`config.mk`:
```
export PLATFORM = sky130hd
export DESIGN_NAME = mem_arbiter
export DESIGN_NICKNAME = d
export VERILOG_FILES = /design/src/rtl/mem_arbiter_pkg.sv /design/src/rtl/mem_arb_assembler.sv /design/src/rtl/mem_arbiter.sv
export SDC_FILE = /design/constraint.sdc
export NUM_CORES = 1
export LEC_CHECK = 0
export CAP_MARGIN = 20
export CORE_MARGIN = 3
export CORE_UTILIZATION = 40
export CTS_BUF_LIST = sky130_fd_sc_hd__clkbuf_16
export CTS_CLUSTER_DIAMETER = 200
export CTS_CLUSTER_SIZE = 28
export DETAILED_ROUTE_END_ITERATION = 12
export PLACE_DENSITY = 0.68
export REMOVE_ABC_BUFFERS = 1
export SYNTH_ARGS = -nofsm -noshare
export SYNTH_HDL_FRONTEND = slang
export SYNTH_SLANG_ARGS = --single-unit
```
`constraint.sdc`:
```
create_clock -name clk -period 6.7 [get_ports clk]
set_clock_uncertainty 0.15 [all_clocks]
set_input_delay 1.005 -clock clk [delete_from_list [all_inputs] [get_ports clk]]
set_output_delay 1.005 -clock clk [all_outputs]
set_load 0.005 [all_outputs]
```
`src/rtl/mem_arbiter_pkg.sv`:
```
// Shared widths, FSM state encoding and address/length helpers for the
// external byte-port arbiter.
package mem_arbiter_pkg;

  localparam int REG_W  = 32;
  localparam int ADDR_W = 32;
  localparam int BYTE_W = 8;

  typedef enum logic {
    ST_IDLE = 1'b0,
    ST_RD   = 1'b1
  } state_t;

  // UART/IO space is selected by address bits [17:16] == 2'b11.
  function automatic logic is_io_page(input logic [1:0] page);
    return page == 2'b11;
  endfunction

  function automatic logic [2:0] len_to_n(input logic [2:0] len);
    case (len)
      3'd1:    return 3'd1;
      3'd2:    return 3'd2;
      default: return 3'd4;
    endcase
  endfunction

endpackage

```
`src/rtl/mem_arb_assembler.sv`:
```
// Collects read bytes into a word at the byte index given by the arbiter and
// presents the word with optional sign extension for 1- and 2-byte reads.
module mem_arb_assembler
  import mem_arbiter_pkg::*;
(
  input  logic              clk,
  input  logic              start,
  input  logic              load,
  input  logic [1:0]        idx,
  input  logic [BYTE_W-1:0] din,
  input  logic [2:0]        nbytes,
  input  logic              sign,
  output logic [REG_W-1:0]  word
);

  logic [REG_W-1:0] bytes_p1;
  logic [REG_W-1:0] merged;

  function automatic logic [REG_W-1:0] sext(input logic [REG_W-1:0] w,
                                            input logic [2:0]       n,
                                            input logic             s);
    logic signed [7:0]  b8;
    logic signed [15:0] h16;
    b8  = w[7:0];
    h16 = w[15:0];
    case (n)
      3'd1:    return s ? REG_W'(b8)  : {24'd0, w[7:0]};
      3'd2:    return s ? REG_W'(h16) : {16'd0, w[15:0]};
      default: return w;
    endcase
  endfunction

  always_ff @(posedge clk) begin
    if (start)
      bytes_p1 <= '0;
    else if (load)
      bytes_p1[8*idx +: 8] <= din;
  end

  // The byte arriving this cycle is merged in so the final word is ready at the collect edge.
  always_comb begin
    merged = bytes_p1;
    if (load)
      merged[8*idx +: 8] = din;
    word = sext(merged, nbytes, sign);
  end

endmodule

```
`src/rtl/mem_arbiter.sv`:
```
// Arbitrates the byte-wide external RAM/IO port between icache reads, dcache
// reads and dcache byte writes. Define MEM_ARB_IO_GUARD_EN to throttle IO writes.
module mem_arbiter
  import mem_arbiter_pkg::*;
(
  input  logic              clk,
  input  logic              rst,
  input  logic              ic_read_i,
  input  logic [ADDR_W-1:0] ic_addr_i,
  output logic              ic_wait_o,
  output logic              ic_done_o,
  output logic [REG_W-1:0]  ic_data_o,
  input  logic              dc_read_i,
  input  logic [ADDR_W-1:0] dc_addr_i,
  input  logic [2:0]        dc_len_i,
  input  logic              dc_sign_i,
  output logic              dc_wait_o,
  output logic              dc_done_o,
  output logic [REG_W-1:0]  dc_data_o,
  input  logic              dc_write_i,
  input  logic [ADDR_W-1:0] dc_w_addr_i,
  input  logic [BYTE_W-1:0] dc_w_data_i,
  output logic              dc_w_wait_o,
  output logic              dc_writing_o,
  input  logic [BYTE_W-1:0] mem_din,
  input  logic              io_buffer_full,
  output logic [BYTE_W-1:0] mem_dout,
  output logic [ADDR_W-1:0] mem_a,
  output logic              mem_wr
);

  state_t            state;
  logic [2:0]        cnt;
  logic [2:0]        cnt_nxt;
  logic [2:0]        nbytes;
  logic [ADDR_W-1:0] base;
  logic              sign_q;
  logic              owner_dc;
  logic              last_dc;
  logic              busy;
  logic              io_block;
  logic              write_taken;
  logic              ic_wins;
  logic              dc_wins;
  logic              ic_go;
  logic              dc_go;
  logic              asm_start;
  logic              asm_load;
  logic [1:0]        asm_idx;
  logic [REG_W-1:0]  asm_word;

`ifdef MEM_ARB_IO_GUARD_EN
  logic io_wr_last;

  always_ff @(posedge clk) begin
    if (rst)
      io_wr_last <= 1'b0;
    else
      io_wr_last <= write_taken && is_io_page(dc_w_addr_i[17:16]);
  end

  assign io_block = is_io_page(dc_w_addr_i[17:16]) && (io_buffer_full || io_wr_last);
`else
  logic unused_io_full;
  assign unused_io_full = io_buffer_full;
  assign io_block       = 1'b0;
`endif

  assign busy         = (state != ST_IDLE);
  assign dc_w_wait_o  = busy | io_block;
  assign write_taken  = dc_write_i && !dc_w_wait_o;
  assign dc_writing_o = write_taken;

  // last_dc set means the dcache had the previous grant, so the icache gets this one.
  assign ic_wins   = ic_read_i && (!dc_read_i || last_dc);
  assign dc_wins   = dc_read_i && (!ic_read_i || !last_dc);
  assign ic_wait_o = busy | write_taken | dc_wins;
  assign dc_wait_o = busy | write_taken | ic_wins;
  assign ic_go     = ic_read_i && !ic_wait_o;
  assign dc_go     = dc_read_i && !dc_wait_o;

  assign cnt_nxt   = cnt + 3'd1;
  assign asm_start = !busy && (ic_go || dc_go);
  assign asm_load  = busy && (cnt != 3'd0);
  assign asm_idx   = cnt[1:0] - 2'd1;

  mem_arb_assembler u_asm (
    .clk    (clk),
    .start  (asm_start),
    .load   (asm_load),
    .idx    (asm_idx),
    .din    (mem_din),
    .nbytes (nbytes),
    .sign   (sign_q),
    .word   (asm_word)
  );

  always_ff @(posedge clk) begin
    if (rst) begin
      state     <= ST_IDLE;
      cnt       <= '0;
      last_dc   <= 1'b0;
      ic_done_o <= 1'b0;
      dc_done_o <= 1'b0;
      ic_data_o <= '0;
      dc_data_o <= '0;
      mem_a     <= '0;
      mem_dout  <= '0;
      mem_wr    <= 1'b0;
    end else begin
      ic_done_o <= 1'b0;
      dc_done_o <= 1'b0;
      mem_wr    <= 1'b0;
      case (state)
        ST_IDLE: begin
          cnt <= '0;
          if (write_taken) begin
            mem_a    <= dc_w_addr_i;
            mem_dout <= dc_w_data_i;
            mem_wr   <= 1'b1;
          end else if (ic_go || dc_go) begin
            state    <= ST_RD;
            owner_dc <= dc_go;
            last_dc  <= dc_go;
            base     <= dc_go ? dc_addr_i : ic_addr_i;
            mem_a    <= dc_go ? dc_addr_i : ic_addr_i;
            nbytes   <= dc_go ? len_to_n(dc_len_i) : 3'd4;
            sign_q   <= dc_go && dc_sign_i;
          end
        end
        ST_RD: begin
          cnt <= cnt_nxt;
          if (cnt_nxt < nbytes)
            mem_a <= base + {29'd0, cnt_nxt};
          // Collect cycle: last byte is on mem_din, word completes at this edge.
          if (cnt == nbytes) begin
            state <= ST_IDLE;
            cnt   <= '0;
            if (owner_dc) begin
              dc_done_o <= 1'b1;
              dc_data_o <= asm_word;
            end else begin
              ic_done_o <= 1'b1;
              ic_data_o <= asm_word;
            end
          end
        end
        default: state <= ST_IDLE;
      endcase
    end
  end

endmodule
```
==> impl_results.md, run 1 <==
* Final Hold Viols at 0
* Layout Cells excl Fill at 1413
* Setup fix buffers added after clock tree synthesis at 0
* Core Rows at 52
* Die Footprint at 23100 sq um
* Post-synth EDFFs at 37
* Yosys top cell by area: dfxtp_1
* Hold Path Class: reg2reg
* Die width at 152 um
* Post-CTS Hold Fix Bufs at 0
* Status: completed
* Clock transition at path regs at 0.08 ns
* RSZ-0062 raised after global routing: no
* Clock H-tree levels at 4
* Final wirelength at about 26000 um
* Internal power at 0.00187 W
* TritonCTS buffer count at 17
* Fmax at 210 MHz
* Setup crit end kind: output port
* Initial Utilization at between 40% and 50%
* Port Buffer Count at between 200 and 250
* Routed len/inst at ~18 um
* Mean Syn Cell Area at 9.14 sq um
* Net switching power at 0.000736 W
* Leak at ~4.3 nW
* Ys Warns at 0
* Clock buffer depth at 2
* Cell types occupying the most area after synthesis: dfxtp_1 34%, edfxtp_1 13%, nor2_1 5.2%
* Clock network power share at 39.3%
* Grt total ovfl at 0
* Yosys top cell area share at 33.7%
* Pwr Density at 224 nW/um^2
* CORE AREA at 20600 sq um
* TritonCTS Sinks at 181
* Synthesized instance count at a little over 900
* Fin crit period at 4.75 ns
* Final HPWL DP at 18400 um
* Root buf cell: clkbuf_16
* Fill count at 1839
* Vias in the first global route at 7649
* DR pass1 iterations at 5
* Yosys cell types at 72
* Top Ports at 233
* Max-cap violations at 0
* #FFs+latches synth at 181
* Die height at 152 um
* First-pass GRT wire length at 41000 um
* DRC viols at 0
* Total track usage at 21.9%
* Worst-Margin Slew at around 0.94 ns
* FFs w/ async S/R, synth at 0%
* Via density at 5.46
* CTS tree: done
* Post_cts resized at 0
* Cell Area, Synth at 8540 sq um
* Combinational Power Share at 15.1%
* Total number of vias at a little under 8k
* Crit Path Category: in2out
* Worst-case vdd ir drop at between 0.00015 and 0.0002 V
* Worst EP arrival at 3.60 ns
* Count leader, synth: dfxtp_1
* Main flop type after synthesis: dfxtp_1
* CP required at between 5 and 6 ns
* Layout cells sized above 1 at roughly a tenth
* Final net count at 1264
* Post-synth top cells: 144 x dfxtp_1, 119 x nor2_1, 83 x a21oi_1
* Largest net degree at the start of global routing at 50
* Number of routed nets with antenna violations at 0
* Post-synthesis sequential area ratio at 46.7%
* Placed cells at 1380
* CP startpoint kind: primary input
* Switching share of power at approximately 28%
* Crit Path Max Fanout at 22
* Final setup violation count at 0
* Initial antenna violation count at 1
* GPL Wtd Cong at 0.794
* Slew margin rel. at 37.2%
* P&R area growth vs syn at 36.2%
* Final Cycle Share at between 70% and 80%
* Initial DRC Count at 474
* Setup TNS at 0 ns
* Max-slew violations at 0
* Worst skew pair latency at ~0.44 ns
* Diode count at 0
* Part of the power in registers at 45.6%
-- layout make-up --
class | count | area (sq um) | share of cell area, %
Multi-Input combinational cell | 666 | 4200 | 36.1
Sequential cell | 181 | 3990 | 34.3
Timing Repair Buffer | 243 | 2410 | 20.7
Clock buffer | 17 | 425 | 3.66
Tap cell | 270 | 338 | 2.90
Clock inverter | 15 | 196 | 1.69
Inverter | 21 | 78.8 | 0.677
-- sequential cells by signal (all words and copies together) (netlist names), 3 cells and up --
register / flops
base: 32
cnt: 3
dc_data_o: 32
ic_data_o: 32
mem_a: 32
mem_dout: 8
nbytes: 3
u_asm.bytes_p1: 32
-- kinds of logic (layout without fill, tap and decap cells) --
group	Yosys count	count (layout)	synth area share [%]
AND/OR/NAND/NOR	309	309	17.5
adder cells (fa/ha/maj)	12	12	1.85
multiplexers	52	52	6.52
flip-flops	181	181	46.7
buffers and inverters	88	296	4.36
XOR/XNOR	21	21	2.15
AO/OA/AOI/OAI	272	272	20.9
-- layout by cell type, fill, tap and decap left out, types with 9 or more instances in the layout --
cell,count
a211oi_1,48
a21oi_1,82
and3_1,11
buf_4,11
clkbuf_16,17
clkdlybuf4s50_1,230
dfxtp_1,144
edfxtp_1,37
ha_1,11
inv_1,19
mux2_2,29
mux2i_1,23
nand2_1,55
nand2b_1,16
nand3_1,28
nor2_1,117
nor3_1,18
o21a_1,9
o21ai_0,59
or2_2,18
xnor2_1,10
xor2_1,11
-- power groups by stage --
stage / clock (W) / combinational (W) / sequential, W
final: 0.00103 / 0.000393 / 0.00119
after floorplan: 0 / 0.000159 / 0.00122
after CTS: 0.00104 / 0.000392 / 0.00119
after detailed placement: 0 / 0.000389 / 0.00121
after global placement: 0 / 0.000388 / 0.00121
after global routing: 0.00108 / 0.000425 / 0.00120
-- layer usage --
metal	vias up	wire length, um	track usage, %
met5	-	11	0
li1	3787	-	-
met4	2	353	6.42
met3	29	2300	7.02
met1	3589	10700	26.8
met2	314	12600	37.2
-- per-stage QoR --
stage                     hold WS (ns)  total power [W]  instance area, sq um  worst slack [ns]  utilization [%]
after floorplan                  0.292          0.00137                  8250              2.71                -
after global placement           0.291          0.00160                 11000              1.94             53.3
after detailed placement         0.296          0.00160                 11000              1.98             53.3
after CTS                        0.307          0.00262                 11600              1.93             56.3
after global routing             0.326          0.00271                 11600              1.80             56.4
final                            0.306          0.00261                 11600              1.95             56.4
-- path summary, 6_finish.rpt --
check / end / from / cells past startpoint / slack [ns]
min reg2reg: mem_dout[6]$_SDFFE_PP0P_ / mem_dout[6]$_SDFFE_PP0P_ / 2 / 0.31
max: dc_writing_o / dc_write_i / 5 / 1.95
max reg2reg: mem_a[6]$_SDFFE_PP0P_ / cnt[0]$_SDFF_PP0_ / 9 / 2.75
min: mem_dout[6]$_SDFFE_PP0P_ / mem_dout[6]$_SDFFE_PP0P_ / 2 / 0.31
-- critical path: stages --
cell	delay [ns]
clkdlybuf4s50_1	0.46
buf_4	0.28
nand2b_1	0.54
inv_1	0.68
clkdlybuf4s50_1	0.62
(Power assumes the default switching activity.)
==> run 2: changes to the inputs <==
--- a/config.mk
+++ b/config.mk
@@ -12,7 +12,7 @@
 export CTS_CLUSTER_DIAMETER = 200
 export CTS_CLUSTER_SIZE = 28
 export DETAILED_ROUTE_END_ITERATION = 12
-export PLACE_DENSITY = 0.68
+export PLACE_DENSITY = 0.71
 export REMOVE_ABC_BUFFERS = 1
 export SYNTH_ARGS = -nofsm -noshare
 export SYNTH_HDL_FRONTEND = slang
==> constraint.sdc (replaced) <==
create_clock -name clk -period 3.85 [get_ports clk]
set_clock_uncertainty 0.15 [all_clocks]
set_input_delay 0.5775 -clock clk [delete_from_list [all_inputs] [get_ports clk]]
set_output_delay 0.5775 -clock clk [all_outputs]
set_load 0.005 [all_outputs]
==> impl_results.md, run 2 (synthesized netlist as in run 1, its figures left out) <==
* RSZ-0062 raised after global routing: no (unchanged)
* Leak at 4.31 nW (was 4.27 nW)
* Top Family by Delay on Critical Path: compound AO/OA/AOI/OAI gates (was buffers and inverters)
* Routed len/inst at 18.8 um (was 18.4 um)
* Root buf cell: clkbuf_16 (unchanged)
* Via density at 5.52 (was 5.46)
* Final setup violation count at 0 (unchanged)
* Die width at 152 um (unchanged)
* Worst-case vdd ir drop at 0.000293 V (was 0.000190 V)
* Vias in the first global route at 7621 (was 7649)
* Initial antenna violation count at 2 (was 1)
* Worst EP arrival at 3.26 ns (was 3.60 ns)
* Core Rows at 52 (unchanged)
* Final net count at 1274 (was 1264)
* Fin crit period at 3.12 ns
* CP Buf/Inv Count at 2 (was 4)
* Hold Path Class: reg2reg (unchanged)
* Setup crit end kind: flop (was output port)
* DRC viols at 0 (unchanged)
* Post_cts resized at 0 (unchanged)
* Cell chain of the critical path: inv_1 -> ha_1 -> inv_1 -> fa_1 -> nor2b_1 -> o21ai_1 -> o31a_1 -> o21ai_0 -> a211oi_1 (was clkdlybuf4s50_1 -> buf_4 -> nand2b_1 -> inv_1 -> clkdlybuf4s50_1)
* Top Ports at 233 (unchanged)
* First-pass GRT wire length at 41700 um (was 41000 um)
* Die height at 152 um (unchanged)
* Final HPWL DP at 19300 um (was 18400 um)
* Worst-Margin Slew at 0.850 ns (was 0.942 ns)
* Die Footprint at 23100 sq um (unchanged)
* P&R area growth vs syn at 37.0% (was 36.2%)
* Finished Cell Area at 11700 sq um (was 11600 sq um)
* Final wirelength at 26700 um (was 26000 um)
* Clock H-tree levels at 4 (unchanged)
* Max-cap violations at 0 (unchanged)
* Worst skew pair latency at 0.44 ns (about the same)
* Grt total ovfl at 0 (unchanged)
* Most common cell after layout, fill and taps aside: clkdlybuf4s50_1 (unchanged)
* Post-CTS Hold Fix Bufs at 0 (unchanged)
* Largest net degree at the start of global routing at 67 (was 50)
* Overall power at 0.00454 W (was 0.00261 W)
* Hold Slack at 0.307 ns (was 0.306 ns)
* Layout cells sized above 1 at 11.1% (was 10.4%)
* Clock transition at path regs at 0.08 ns (about the same)
* TritonCTS buffer count at 17 (unchanged)
* Status: completed (unchanged)
* Clock buffer depth at 2 (unchanged)
* Most common cell on crit path: inv_1 (was clkdlybuf4s50_1)
* GPL Wtd Cong at 0.846 (was 0.794)
* Most frequent cells in the layout: 230 x clkdlybuf4s50_1, 144 x dfxtp_1, 117 x nor2_1 (unchanged)
* Initial Utilization at 41.4% (unchanged)
* CP startpoint kind: flop (was primary input)
* Setup fix buffers added after clock tree synthesis at 0 (unchanged)
* CORE AREA at 20600 sq um (unchanged)
* Final Hold Viols at 0 (unchanged)
* Crit Path Max Fanout at 9 (was 22)
* Setup TNS at 0 ns (unchanged)
* CP required at 3.99 ns (was 5.54 ns)
* Final Cycle Share at roughly four fifths
* CP max-delay cell: dfxtp_1 (was inv_1)
* DR pass1 iterations at 6 (was 5)
* Total track usage at 22.4% (was 21.9%)
* Total number of vias at 7865 (was 7721)
* DP Area at 11100 sq um (was 11000 sq um)
* Slowest stage delay, CP at 0.44 ns (was 0.68 ns)
* Fmax at approximately 320 MHz
* Number of routed nets with antenna violations at 0 (unchanged)
* Port Buffer Count at 231 (unchanged)
* TritonCTS Sinks at 181 (unchanged)
* Slew margin rel. at 42.8% (was 37.2%)
* Crit Path Category: reg2reg (was in2out)
* Pwr Density at 388 nW/um^2 (was 224 nW/um^2)
* Max-slew violations at 0 (unchanged)
* CTS tree: done (unchanged)
* Initial DRC Count at 724 (was 474)
[run 2: worst reg2reg max path, stage by stage, from the launching register on]
cell      delay (ns)
dfxtp_1         0.44
inv_1           0.11
ha_1            0.30
inv_1           0.07
fa_1            0.43
nor2b_1         0.40
o21ai_1         0.34
o31a_1          0.36
o21ai_0         0.28
a211oi_1        0.12
[run 2: cell type report]
class                           instances  area (sq um)
Fill cell                            1854          8920
Clock buffer                           17           425
Inverter                               21          78.8
Timing Repair Buffer                  253          2480
Clock inverter                         15           184
Multi-Input combinational cell        666          4200
Antenna cell                            1          2.50
Tap cell                              270           338
Sequential cell                       181          3990
[run 2: worst paths after layout]
check	cells past startpoint	slack [ns]	start	to
worst min register to register	2	0.31	mem_dout[6]$_SDFFE_PP0P_	mem_dout[6]$_SDFFE_PP0P_
worst max register to register	9	0.73	cnt[1]$_SDFF_PP0_	mem_a[30]$_SDFFE_PP0P_
worst min-delay path	2	0.31	mem_dout[6]$_SDFFE_PP0P_	mem_dout[6]$_SDFFE_PP0P_
worst max-delay path	9	0.73	cnt[1]$_SDFF_PP0_	mem_a[30]$_SDFFE_PP0P_
[run 2: power breakdown]
part           leakage (nW)  switching, W  internal, W
Clock                 0.295      0.000878     0.000884
Sequential             1.51     0.0000592      0.00202
Combinational          2.51      0.000341     0.000359
[run 2: stage by stage]
step	util, %	setup slack, ns	instances
6_report	56.7	0.730	1424
5_1_grt	56.7	0.558	1423
4_1_cts	56.7	0.733	1423
3_5_place_dp	53.8	0.675	1391
3_3_place_gp	53.8	0.706	1391
2_1_floorplan	-	0.127	868
[run 2: layer usage]
layer	vias up	part of all wire (%)	wire length [um]	GRT usage [%]
li1	3804	-	-	-
met1	3646	41	11100	28.0
met2	360	47	12600	36.8
met3	51	8.7	2340	6.42
met4	4	2.8	762	8.35
met5	-	0.12	33	0
